--- src/rtl/wm8731_pkg.sv ---
// rtl/wm8731_pkg.sv - shared types and constants for the WM8731 init sequencer
package wm8731_pkg;

  typedef enum logic [2:0] {
    S_IDLE,
    S_LOAD,
    S_REQ,
    S_WAIT_DONE,
    S_SETTLE,
    S_DONE,
    S_ERROR
  } state_t;

  localparam int NUM_REGS = 11;

  localparam logic [6:0] R0  = 7'h00;
  localparam logic [6:0] R1  = 7'h01;
  localparam logic [6:0] R2  = 7'h02;
  localparam logic [6:0] R3  = 7'h03;
  localparam logic [6:0] R4  = 7'h04;
  localparam logic [6:0] R5  = 7'h05;
  localparam logic [6:0] R6  = 7'h06;
  localparam logic [6:0] R7  = 7'h07;
  localparam logic [6:0] R8  = 7'h08;
  localparam logic [6:0] R9  = 7'h09;
  localparam logic [6:0] R15 = 7'h0F;

  typedef struct packed {
    logic [6:0] addr;
    logic [8:0] data;
  } cfg_entry_t;

endpackage

--- src/rtl/wm8731_cfg_rom.sv ---
// rtl/wm8731_cfg_rom.sv - power-up register table, index to {reg, data}
module wm8731_cfg_rom
  import wm8731_pkg::*;
(
  input  logic [3:0] index,
  output cfg_entry_t entry
);

  always_comb begin
    entry = '0;
    case (index)
      4'd0:    entry = '{R15, 9'h000};
      4'd1:    entry = '{R0,  9'h017};
      4'd2:    entry = '{R1,  9'h017};
      4'd3:    entry = '{R2,  9'h079};
      4'd4:    entry = '{R3,  9'h079};
      4'd5:    entry = '{R4,  9'h012};
      4'd6:    entry = '{R5,  9'h000};
      4'd7:    entry = '{R6,  9'h000};
      4'd8:    entry = '{R7,  9'h002};
      4'd9:    entry = '{R8,  9'h000};
      4'd10:   entry = '{R9,  9'h001};
      default: entry = '0;
    endcase
  end

endmodule

--- src/rtl/wm8731_init_seq.sv ---
// rtl/wm8731_init_seq.sv - walks the codec register table through the I2C byte-writer
module wm8731_init_seq
  import wm8731_pkg::*;
#(
  parameter logic [7:0] DEV_ADDR      = 8'h34,
  parameter int         SETTLE_CYCLES = 1000,
  parameter int         MAX_RETRY     = 3
) (
  input  logic        clk,
  input  logic        reset,
  input  logic        start,
  output logic        i2c_req,
  output logic [23:0] i2c_word,
  input  logic        i2c_ack,
  input  logic        i2c_done,
  input  logic        i2c_nack,
  output logic        busy,
  output logic        done,
  output logic        error,
  output logic [3:0]  err_index
);

  localparam int SW = $clog2(SETTLE_CYCLES + 1);
  localparam int RW = (MAX_RETRY < 1) ? 1 : $clog2(MAX_RETRY + 1);

  state_t       state, state_next;
  logic [3:0]   index;
  logic [RW-1:0] retry;
  logic [SW-1:0] settle_cnt;
  logic         last_ok;
  cfg_entry_t   entry;
  logic         last_index;
  logic         retry_left;

  wm8731_cfg_rom u_rom (
    .index (index),
    .entry (entry)
  );

  assign last_index = (index == 4'(NUM_REGS - 1));
  assign retry_left = (retry < RW'(MAX_RETRY));

  always_ff @(posedge clk or posedge reset) begin
    if (reset) state <= S_IDLE;
    else       state <= state_next;
  end

  always_comb begin
    state_next = state;
    case (state)
      S_IDLE, S_DONE, S_ERROR: if (start) state_next = S_LOAD;
      S_LOAD:                  state_next = S_REQ;
      S_REQ:                   if (i2c_ack) state_next = S_WAIT_DONE;
      S_WAIT_DONE:
        if (i2c_done) state_next = (!i2c_nack || retry_left) ? S_SETTLE : S_ERROR;
      S_SETTLE:
        if (settle_cnt == '0) state_next = (last_ok && last_index) ? S_DONE : S_LOAD;
      default:                 state_next = S_IDLE;
    endcase
  end

  always_comb begin
    i2c_req = (state == S_REQ);
    busy    = (state == S_LOAD) || (state == S_REQ) ||
              (state == S_WAIT_DONE) || (state == S_SETTLE);
  end

  // A NACKed write keeps the index so the same entry is resent after the settle.
  always_ff @(posedge clk or posedge reset) begin
    if (reset) begin
      i2c_word   <= '0;
      index      <= '0;
      retry      <= '0;
      settle_cnt <= '0;
      last_ok    <= 1'b0;
      done       <= 1'b0;
      error      <= 1'b0;
      err_index  <= '0;
    end else begin
      case (state)
        S_IDLE, S_DONE, S_ERROR: begin
          if (start) begin
            done  <= 1'b0;
            error <= 1'b0;
            index <= '0;
            retry <= '0;
          end
        end
        S_LOAD: i2c_word <= {DEV_ADDR, entry};
        S_WAIT_DONE: begin
          if (i2c_done) begin
            settle_cnt <= SW'(SETTLE_CYCLES - 1);
            last_ok    <= !i2c_nack;
            if (!i2c_nack) begin
              retry <= '0;
            end else if (retry_left) begin
              retry <= retry + RW'(1);
            end else begin
              error     <= 1'b1;
              err_index <= index;
            end
          end
        end
        S_SETTLE: begin
          if (settle_cnt == '0) begin
            if (last_ok) begin
              if (last_index) done <= 1'b1;
              else            index <= index + 4'd1;
            end
          end else begin
            settle_cnt <= settle_cnt - SW'(1);
          end
        end
        default: ;
      endcase
    end
  end

endmodule

--- config.mk ---
export PLATFORM = sky130hd
export DESIGN_NAME = wm8731_init_seq
export DESIGN_NICKNAME = d
export VERILOG_FILES = /design/src/rtl/wm8731_pkg.sv /design/src/rtl/wm8731_cfg_rom.sv /design/src/rtl/wm8731_init_seq.sv
export SDC_FILE = /design/constraint.sdc
export NUM_CORES = 1
export LEC_CHECK = 0
export ABC_AREA = 1
export CORE_UTILIZATION = 53
export DETAILED_ROUTE_END_ITERATION = 12
export HOLD_SLACK_MARGIN = 0.02
export PLACE_DENSITY = 0.86
export SLEW_MARGIN = 5
export SYNTH_ARGS = -nofsm -noshare
export SYNTH_HDL_FRONTEND = slang
export SYNTH_SLANG_ARGS = --single-unit
--- constraint.sdc ---
create_clock -name clk -period 2.3 [get_ports clk]
set_clock_uncertainty 0.05 [all_clocks]
set_input_delay 0.46 -clock clk [delete_from_list [all_inputs] [get_ports clk]]
set_output_delay 0.46 -clock clk [all_outputs]
set_load 0.03 [all_outputs]
-- Yosys cells after proc, flatten, opt, wreduce, memory -nomap -nowiden
Memories as Yosys holds them, arrays and structs flattened. A register that Yosys moved wholly into a read port is not among the register bits.
Index checks and enable logic that the tools add are counted.
- memory bits (read-only): 176
- output and inout port bits: 32
- memories kept: 1
- flip-flop bits (word level): 43
- logic and storage cells: 82
- bits of input ports: 6
- order comparisons: 1
- reductions and logical operators: 20
- bitwise gates (word level): 1
- multiplexer cells: 29
- equality and inequality tests: 18
- add/sub/neg operators: 3
- memories (memory ; words ; bits a word ; rd ports ; clocked after Yosys merged registers in ; wr ports ; line ; RTL):
    (no name shown) ; 16 ; 11 ; 1 ; 1 ; 0 ; wm8731_cfg_rom.sv:11 ; case (index)
- operators with widths (cell ; count):
    $mux W10 ; 2
    $pmux W10 S2 ; 1
    $ne A2 B2 Y1 const B ; 9
    $mux W4 ; 4
    $mux W3 ; 5
    $pmux W3 S5 ; 1
    $reduce_and A5 Y1 ; 3
    $reduce_and A4 Y1 ; 3
    $logic_not A10 Y1 ; 1
    $mux W2 ; 5
    $sub A10 B1 Y10 const B ; 1
    $eq A3 B3 Y1 const B ; 3
    $pmux W4 S2 ; 1
    $mux W1 ; 7
    $eq A3 B2 Y1 const B ; 2
    $reduce_bool A2 Y1 ; 3
    $add A4 B1 Y4 const B ; 1
    $eq A4 B4 Y1 const B ; 1
    $logic_or A1 B1 Y1 ; 4
    $pmux W1 S2 ; 2
    $pmux W2 S2 ; 1
    $eq A3 B1 Y1 const B ; 1
    $logic_not A3 Y1 ; 1
    $ne A3 B3 Y1 const B ; 1
    9 further kinds ; 9

-- Longest topological paths before layout
- depth in word-level cells: 5
- mapped depth: 10
- depth with buffers taken out: 9

-- Modules after synthesis
A second synthesis with hierarchy kept.
- cells, all modules: 301
- area total of the unflattened synthesis: 2509.9 um^2
- by module, submodules not included (module ; times used ; seq. area each (um^2) ; area an instance (um^2) ; cells each):
    wm8731_init_seq ; 1 ; 1076.0 ; 2263.4 ; 258
    wm8731_cfg_rom ; 1 ; 0.0 ; 246.5 ; 43

-- Worst setup path before layout
Ideal clock, no wire load.
- kind: register to register
- from: register settle_cnt[0]
- to: register settle_cnt[6]
- data arrival time: 1.469 ns
- data required time: 2.133 ns
- setup time: 0.117 ns
- period minus slack after synthesis: 1.636 ns
- buffers on the path: 1
- stages on the path, launching flop included: 11
- slack: 0.664 ns
- path through: dfrtp_1 inv_1 ha_1 nand2_2 nor2_4 nand2_2 nand2_4 nand2_4 buf_6 nand2_1 o21ai_2
- longest elaborated chain between the ends: 3
- elaborated cells on any way between the ends: 6
- classes of those cells: add/sub: 1; eq/ne: 1; mux: 2; reduce/logical: 2
- RTL lines (item ; line ; RTL):
    from (decl) ; wm8731_init_seq.sv:29 ; logic [SW-1:0] settle_cnt;
    from (signal assigned) ; wm8731_init_seq.sv:92 ; settle_cnt <= SW'(SETTLE_CYCLES - 1);
    from (signal assigned) ; wm8731_init_seq.sv:111 ; settle_cnt <= settle_cnt - SW'(1);
    $sub A10 B1 Y10 / $logic_not A10 Y1 (equally long branches) ; wm8731_init_seq.sv:111, wm8731_init_seq.sv:105 ;
    $mux W10 / $ne A2 B2 Y1 (equally long branches) ; n/a ;
    $pmux W10 S2 / $reduce_and A3 Y1 (equally long branches) ; n/a ;
Several ways; a longest one is shown, not always the timed one. The select of a mux whose other input is x is not followed.
A chain may end at the register's enable or synchronous reset.

-- Worst setup path in the final report
- from: register state[0]
- to: output busy
- longest elaborated chain between the ends: 4
- elaborated cells on any way between the ends: 7
- classes of those cells: eq/ne: 4; reduce/logical: 3
- RTL lines (item ; line ; RTL):
    from (decl) ; wm8731_init_seq.sv:26 ; state_t state, state_next;
    from (signal assigned) ; wm8731_init_seq.sv:45 ; else state <= state_next;
    $eq A3 B1 Y1 / $eq A3 B2 Y1 (equally long branches) ; wm8731_init_seq.sv:64 ; busy = (state == S_LOAD) || (state == S_REQ) ||
    $logic_or A1 B1 Y1 (2 in series) ; wm8731_init_seq.sv:64 ;
    $logic_or A1 B1 Y1 * ; wm8731_init_seq.sv:65 ; (state == S_WAIT_DONE) || (state == S_SETTLE);
    to (decl) ; wm8731_init_seq.sv:17 ; output logic busy,
Every way passes the cells marked *; elsewhere a longest branch is shown, timed or not.

==> impl_metrics.yaml <==
run_status:
  outcome: "completed"
clock_tree:
  cts_hold_buffers: 0
  cts.sinks: 36
  h-tree-depth: 2
  cts_tree: "built"
  cts.path.max_buffers: 2
  worstSkewPairLatency_ps: 290
  cts_root_buf: "clkbuf_8"
  cts_inserted_buffers: 5
  postCtsSetupRepairBufs: 0
  clk_pin_slew_ps: 70
grt:
  grt_pass1_vias: 1720
  grt_pass1_wl_um: 7450
  grt_max_degree: 37
  track_usage_pct: 22.7
  overflow: 0
  antenna_found_initial: 0
drt:
  routed_wl_um: 4170
  ant_nets: 0
  vias: 1891
  detail_route.first_pass.iterations: 4
  drt_iter0_drc: 100
  drt_drc_violations_left: 0
  via_per_inst: 5.33
  routedWlPerCell_um: 11.8
placement:
  hpwl_um: 3170
  numPortBuffers: 27
  dp_cells: 348
  place_congestion: 0.860
  dp_slack_ps: 358
sta:
  finalHoldViolCount: 0
  tns_ps: 0
  setup_viol: 0
  rsz0062_at_grt: "false"
  layout_setup_ws_ps: 78.1
  drv_slew: 0
  fin_crit_sh_pct: 96.6
  fmax_mhz: 450
  period_minus_slack_ps: 2220
layout:
  drive_above_1_share_pct: 11.1
  nets: 319
  layout_common_cells: "87 x nand2_1, 36 x dfrtp_1, 26 x inv_1, 26 x clkdlybuf4s50_1, 22 x nand3_1"
  stdcell_count: 355
  syn2layout_area_growth_pct: 14.6
  antenna-diode-count: 0
  fillers: 324
  fin_util_pct: 65.7
  layout_commonest_cell: "nand2_1"
worst_setup_path:
  max_stage_delay_ps: 600
  arrival_ps: 1710
  cp.required_ps: 1790
  crit_chain: "o21ai_2 -> nand2_1 -> clkdlybuf4s50_1"
  path_class: "reg2out"
  reg2reg_from: "settle_cnt[0]"
  worst-path-max-fanout: 6
  cp-startpoint: "state[0]"
  end_kind: "output pin"
  critPathLaunchType: "flop"
  slowest_stage: "clkdlybuf4s50_1"
power_and_ir_drop:
  p_per_area_nw_per_um2: 1220
  ir_worst_vdd_mv: 0.932
  p_total_mw: 3.05
  p_leak_nw: 1.24
floorplan:
  die_h_um: 66.1
  core_area_um2: 3800
  ios: 38
  initial_core_util_pct: 57.3
  rows: 22
  dieArea_um2: 4370
  fp.dieW_um: 66.1
logic_synthesis:
  seq_area_frac_synth_pct: 41.4
  synthArstFlopShare_pct: 100
  synth_area_leader_cell: "dfrtp_1"
  synthTopCellsByArea: "dfrtp_1 41%, nand2_1 15%, buf_4 5.5%"
  yosysUniqueCellTypes: 28
  syn_area_per_cell_um2: 7.75
  yosysWarnings: 0
  synth_edf_count: 0
  synth_seq_cells: 36
  synth_top_area_share_pct: 41.4
  synth_area_um2: 2180
  synthCells: 281
  synth_top_flop_cell: "dfrtp_1"
min_path:
  hold_path.class: "reg2reg"
  hp-start: "i2c_word[2]"
job:
  drv_cap: 0
-- final timing paths --
path / end / slack (ps) / cells after the start
max: busy / 80 / 3
min: i2c_word[2] / 430 / 2
max reg2reg: settle_cnt[0] / 490 / 9
min reg2reg: i2c_word[2] / 430 / 2
max in group asynchronous: index[2] / 1360 / 3
min in group asynchronous: i2c_word[6] / 520 / 3
-- per-layer routing --
layer | share of wire [%] | track usage (%)
met3 | 5.0 | 5.86
met5 | 0 | 0
met1 | 43 | 28.1
met2 | 50 | 37.5
met4 | 1.8 | 9.31
-- stage by stage --
step | cell area (µm²) | hold WS (ps)
after CTS | 2490 | 443
after global placement | 2420 | 413
after floorplan | 2210 | 396
final | 2500 | 431
after detailed placement | 2420 | 426
after global routing | 2500 | 463
-- power breakdown --
part / leakage [nW] / switching [mW] / total, mW / internal (mW)
sequential: 0.459 / 0.175 / 1.00 / 0.828
clock: 0.0410 / 0.205 / 0.411 / 0.205
combinational: 0.742 / 1.07 / 1.64 / 0.564
-- synthesized netlist by cell type (2+ instances only) --
master / count
nand2_1: 87
dfrtp_1: 36
inv_1: 26
nand3_1: 22
nor2_1: 19
buf_4: 16
nand4_1: 14
o21ai_0: 13
o21ai_2: 7
ha_1: 6
inv_2: 4
nor2_4: 4
nor2_2: 3
o211ai_1: 3
xor2_1: 3
a21oi_1: 2
buf_2: 2
nand2_2: 2
nand2_4: 2
nand3_2: 2
-- sequential cells by signal (all words and copies together) (netlist names) --
register	count
i2c_word	10
state	3
err_index	4
last_ok	1
index	4
retry	2
error	1
done	1
settle_cnt	10
-- layout make-up --
class                           count  area, µm²  share of cell area (%)
Timing Repair Buffer               29        288                    11.5
Multi-Input combinational cell    205       1060                    42.4
Sequential cell                    36        901                    36.1
Clock buffer                        6       72.6                    2.91
Inverter                           30        113                    4.51
Clock inverter                      1       5.00                   0.201
Tap cell                           48       60.1                    2.41
-- cells by family (layout without fill, tap and decap cells) --
group                    after synthesis  in the layout  share of synthesized area (%)
AO/OA/AOI/OAI                         28             28                           8.16
XOR/XNOR                               4              4                           1.61
adder cells (fa/ha/maj)                6              6                           3.45
buffers and inverters                 49             66                           11.7
flip-flops                            36             36                           41.4
other                                  1             10                          0.172
AND/OR/NAND/NOR                      157            157                           33.6
-- critical path: cells and delay by family (launching register included) --
kind,cells,cell delay (ps)
buf+inv,1,600
flops,1,440
compound gates,1,290
simple gates,1,90
-- timing repair --
| action | 4_1_cts | 5_1_grt |
|---|---|---|
| gates resized for setup | 0 | 1 |
| endpoints found under the hold margin | 0 | 0 |
| endpoints found under the setup margin | 0 | 1 |
No activity file was read; power rests on OpenSTA's default activity.
==> edit 1 (config.mk and constraints unchanged) <==
Make the reset (`reset`) synchronous in 2 clocked blocks.
--- a/src/rtl/wm8731_init_seq.sv
+++ b/src/rtl/wm8731_init_seq.sv
@@ -41,5 +41,5 @@
   assign retry_left = (retry < RW'(MAX_RETRY));
 
-  always_ff @(posedge clk or posedge reset) begin
+  always_ff @(posedge clk) begin
     if (reset) state <= S_IDLE;
     else       state <= state_next;
@@ -67,5 +67,5 @@
 
   // A NACKed write keeps the index so the same entry is resent after the settle.
-  always_ff @(posedge clk or posedge reset) begin
+  always_ff @(posedge clk) begin
     if (reset) begin
       i2c_word   <= '0;
Formal check against the unedited RTL: differs if reset is asserted again (counterexample within 4 cycles, from zero or initial values and one cycle with reset high); with reset held inactive, the same outputs for 10 cycles.
==> edit 1 against the unedited design <==
Final area decreased by 0.75%. Final cell count increased by 8.2%. Non-clock buffer count unchanged. Sequential cell count unchanged. Synthesized area decreased by 3.1%. Setup slack improved by 0.016 ns. Wire length increased by 11%. Sequential power decreased by 6%. Total power increased by 14%. Via count increased by 5.4%. Critical path depth increased by 1. Largest power group unchanged.
==> edit 1: results (changes against the unedited design) <==
* LEAKAGE at 1.12 nW (-9.7%)
* Async S/R FF share, synth at 0 (-1.00)
* First-pass GRT wire length at 7600 µm (+2.0%)
* Share of cells above drive strength 1 at 0.113 (+0.00235)
* Synth cell types at 32 (+14%)
* Setup WS pre-CTS at 0.366 ns (+0.00834 ns)
* Sw Share at 0.480 (+0.00412)
* Flop+latch power at 0.939 mW (-6%)
* Worst vdd ir at 0.712 mV (-24%)
* Status: finished, final reports clean
* Hold Crit Start: error
* Largest net degree at the start of global routing at 22 (-41%)
* Area contributors post-synth: dfxtp_1 34%, nand2_1 12%, inv_1 6.4%, a21oi_1 6.2%, nor2_1 5.7%
* Worst R2R Start: index[0]
* Worst Hold Path EP: error
* Vias in the first global route at 1794 (+4.3%)
* Post-DP HPWL at 3350 µm (+5.6%)
* Clock Power Share at 0.160 (+0.025)
* Wire length after detailed routing at 4610 µm (+11%)
* Top cells by count, synth: 70 x nand2_1, 36 x dfxtp_1, 36 x inv_1, 32 x nor2_1, 26 x a21oi_1
* Worst R2R End: index[0]
* GRT Total Usage at 0.232 (+0.00448)
* Final #Nets at 347 (+8.8%)
* Routability Congestion at 0.884 (+2.8%)
* Hold Slack at 0.400 ns (-0.0306 ns)
* Avg Inst Size Synth at 6.83 µm² (-12%)
* Drt first-iter violations at 114 (+14%)
* Largest stage delay on the critical path at 0.66 ns (+0.06 ns)
-- edit 1: changes by cell type in the layout (fill, tap and decap cells not counted), moves of 8 or more --
| cell | unedited run | this run |
|---|---|---|
| dfrtp_1 | 36 | 0 |
| dfxtp_1 | 0 | 36 |
| a21oi_1 | 2 | 26 |
| nand2_1 | 87 | 70 |
| nor2_1 | 19 | 32 |
| inv_1 | 26 | 36 |
| nand4_1 | 14 | 6 |
-- edit 1: worst max-delay path by stage --
| stage | startpoint | to | slack [ns] | cells after the start |
|---|---|---|---|---|
| 2_1_floorplan | settle_cnt[0] | settle_cnt[1] | 0.85 | 9 |
| 3_3_place_gp | state[0] | busy | 0.41 | 4 |
| 3_5_place_dp | state[0] | busy | 0.37 | 4 |
| 4_1_cts | state[0] | busy | 0.04 | 4 |
| 5_1_grt | state[0] | i2c_req | 0.02 | 4 |
| 6_report | state[0] | i2c_req | 0.09 | 4 |
-- edit 1: cells by family (layout without fill, tap and decap cells) --
group           Yosys count  count (layout)  synth area share
compound gates           53              53             0.138
xor+xnor                  2               2           0.00830
fa+ha+maj                 6               6            0.0356
buf+inv                  59              77             0.132
flops                    36              36             0.341
other cells               1              10           0.00178
simple gates            152             152             0.343
-- edit 1: final cells by class --
| type | count | area (µm²) |
|---|---|---|
| fillers | 330 | 1270 |
| inverters | 40 | 153 |
| repair buffers | 29 | 288 |
| well taps | 48 | 60.1 |
| clock inverters | 3 | 42.5 |
| flip-flops and latches | 36 | 721 |
| clock buffers | 5 | 68.8 |
| multi-input cells | 223 | 1140 |
-- edit 1: per-layer routing --
layer  global-route usage  share of wire  up-vias
met5                    0              0        -
met4               0.0788          0.013        0
met3               0.0573          0.037        8
met2                0.396           0.48       36
met1                0.283           0.47      927
li1                     -              -     1022
==> edit 2 (config.mk and constraints unchanged) <==
Made on the original files. Set the parameter `SETTLE_CYCLES` to 500 (it was 1000).
--- a/src/rtl/wm8731_init_seq.sv
+++ b/src/rtl/wm8731_init_seq.sv
@@ -4,5 +4,5 @@
 #(
   parameter logic [7:0] DEV_ADDR      = 8'h34,
-  parameter int         SETTLE_CYCLES = 1000,
+  parameter int         SETTLE_CYCLES = 500,
   parameter int         MAX_RETRY     = 3
 ) (
Behaviour: no difference found for any inputs over 10 cycles, from zero or initial values and one cycle with reset high; that may be too few to reach the edited logic, so the function may still have changed.
==> edit 2 against the unedited design <==
Sequential cell count decreased by 1. Critical path type unchanged. Sequential power decreased by 5%. Combinational power is 11% lower. Total power fell by 6.4%. Final area shrank 1.8%. Setup slack improved by 0.19 ns. Wire length down 8.4%. Synthesized area decreased by 3.3%.
==> edit 2: results (changes against the unedited design) <==
* Seq/Total Area, Yosys at 0.416 (+0.00212)
* DR WL/cell at 11.3 µm (-3.8%)
* Status: finished, final reports clean
* Drt via density at 5.06 (-5.0%)
* Synth cell types at 33 (+18%)
* Share of cells above drive strength 1 at 0.148 (+0.0375)
* Flop pwr share at 0.332 (+0.003)
* Met2 wire length at 1780 µm (-14%)
* Largest net degree at the start of global routing at 36 (-2.7%)
* Drt first-iter violations at 94 (-6.0%)
* Combinational power share at 0.512 (-0.024)
* Final #Nets at 301 (-5.6%)
* Worst vdd ir at 0.670 mV (-28%)
* Biggest registers after layout: i2c_word: 10 flops, settle_cnt: 9 flops
* Routed metal-1 wire length at 1780 µm (-1.2%)
* First-pass GRT wire length at 6620 µm (-11%)
* CP arrival at 1.52 ns (-0.19 ns)
* Routability Congestion at 0.846 (-1.6%)
* DP Area at 2360 µm² (-2.2%)
* PD cells at 1160 nW/µm² (-4.7%)
* LEAKAGE at 1.19 nW (-3.8%)
* Area contributors post-synth: dfrtp_1 42%, nand2_1 13%, buf_4 5.3%, inv_1 3.9%, ha_1 3.6%
* Met3 Wirelength at 180 µm (-14%)
* GRT Total Usage at 0.207 (-0.0199)
* Filler cell count at 330 (+1.9%)
* Final Instance Area at 2450 µm² (-1.8%)
* Setup WS pre-CTS at 0.325 ns (-0.0329 ns)
* Placed cell count at 330 (-5.2%)
[edit 2: timing repair]
action / in CTS / in global routing
hold buffers: 0 / 0
endpoints found under the setup margin: 1 / 1
pin swaps: 0 / 0
resized for setup: 1 / 1
[edit 2: logic make-up (layout without fill, tap and decap cells)]
kind of cell    Yosys count  in the layout  share of synthesized area
compound gates           37             37                      0.112
xor+xnor                  3              3                     0.0125
fa+ha+maj                 6              6                     0.0356
buf+inv                  46             67                      0.112
flops                    35             35                      0.416
other cells               1             10                    0.00178
simple gates            132            132                      0.311
[edit 2: critical path, stage by stage, from the launching register on]
cell and delay (ns):
dfrtp_1 0.46, o21ai_2 0.33, nand2_1 0.08, dlygate4sd2_1 0.36
[edit 2: cell type report]
class                           instances  share of cell area
Timing Repair Buffer                   29               0.117
Tap cell                               48              0.0245
Multi-Input combinational cell        188               0.419
Clock buffer                            5              0.0281
Inverter                               30              0.0459
Sequential cell                        35               0.357
Clock inverter                          3             0.00816
[edit 2: path summary, 6_finish.rpt]
path / from / to / slack [ns] / cells past startpoint
setup / recovery: state[0] / busy / 0.27 / 3
hold / removal: i2c_word[12] / i2c_word[12] / 0.43 / 2
setup reg to reg: settle_cnt[0] / settle_cnt[0] / 0.58 / 9
hold reg to reg: i2c_word[12] / i2c_word[12] / 0.43 / 2
max in group asynchronous: reset / retry[1] / 1.37 / 3
min in group asynchronous: reset / i2c_word[10] / 0.51 / 3
[edit 2: routing by layer]
layer	vias up	track usage
met2	44	0.345
met4	0	0.0924
met1	778	0.243
met3	8	0.0651
li1	880	-
met5	-	0
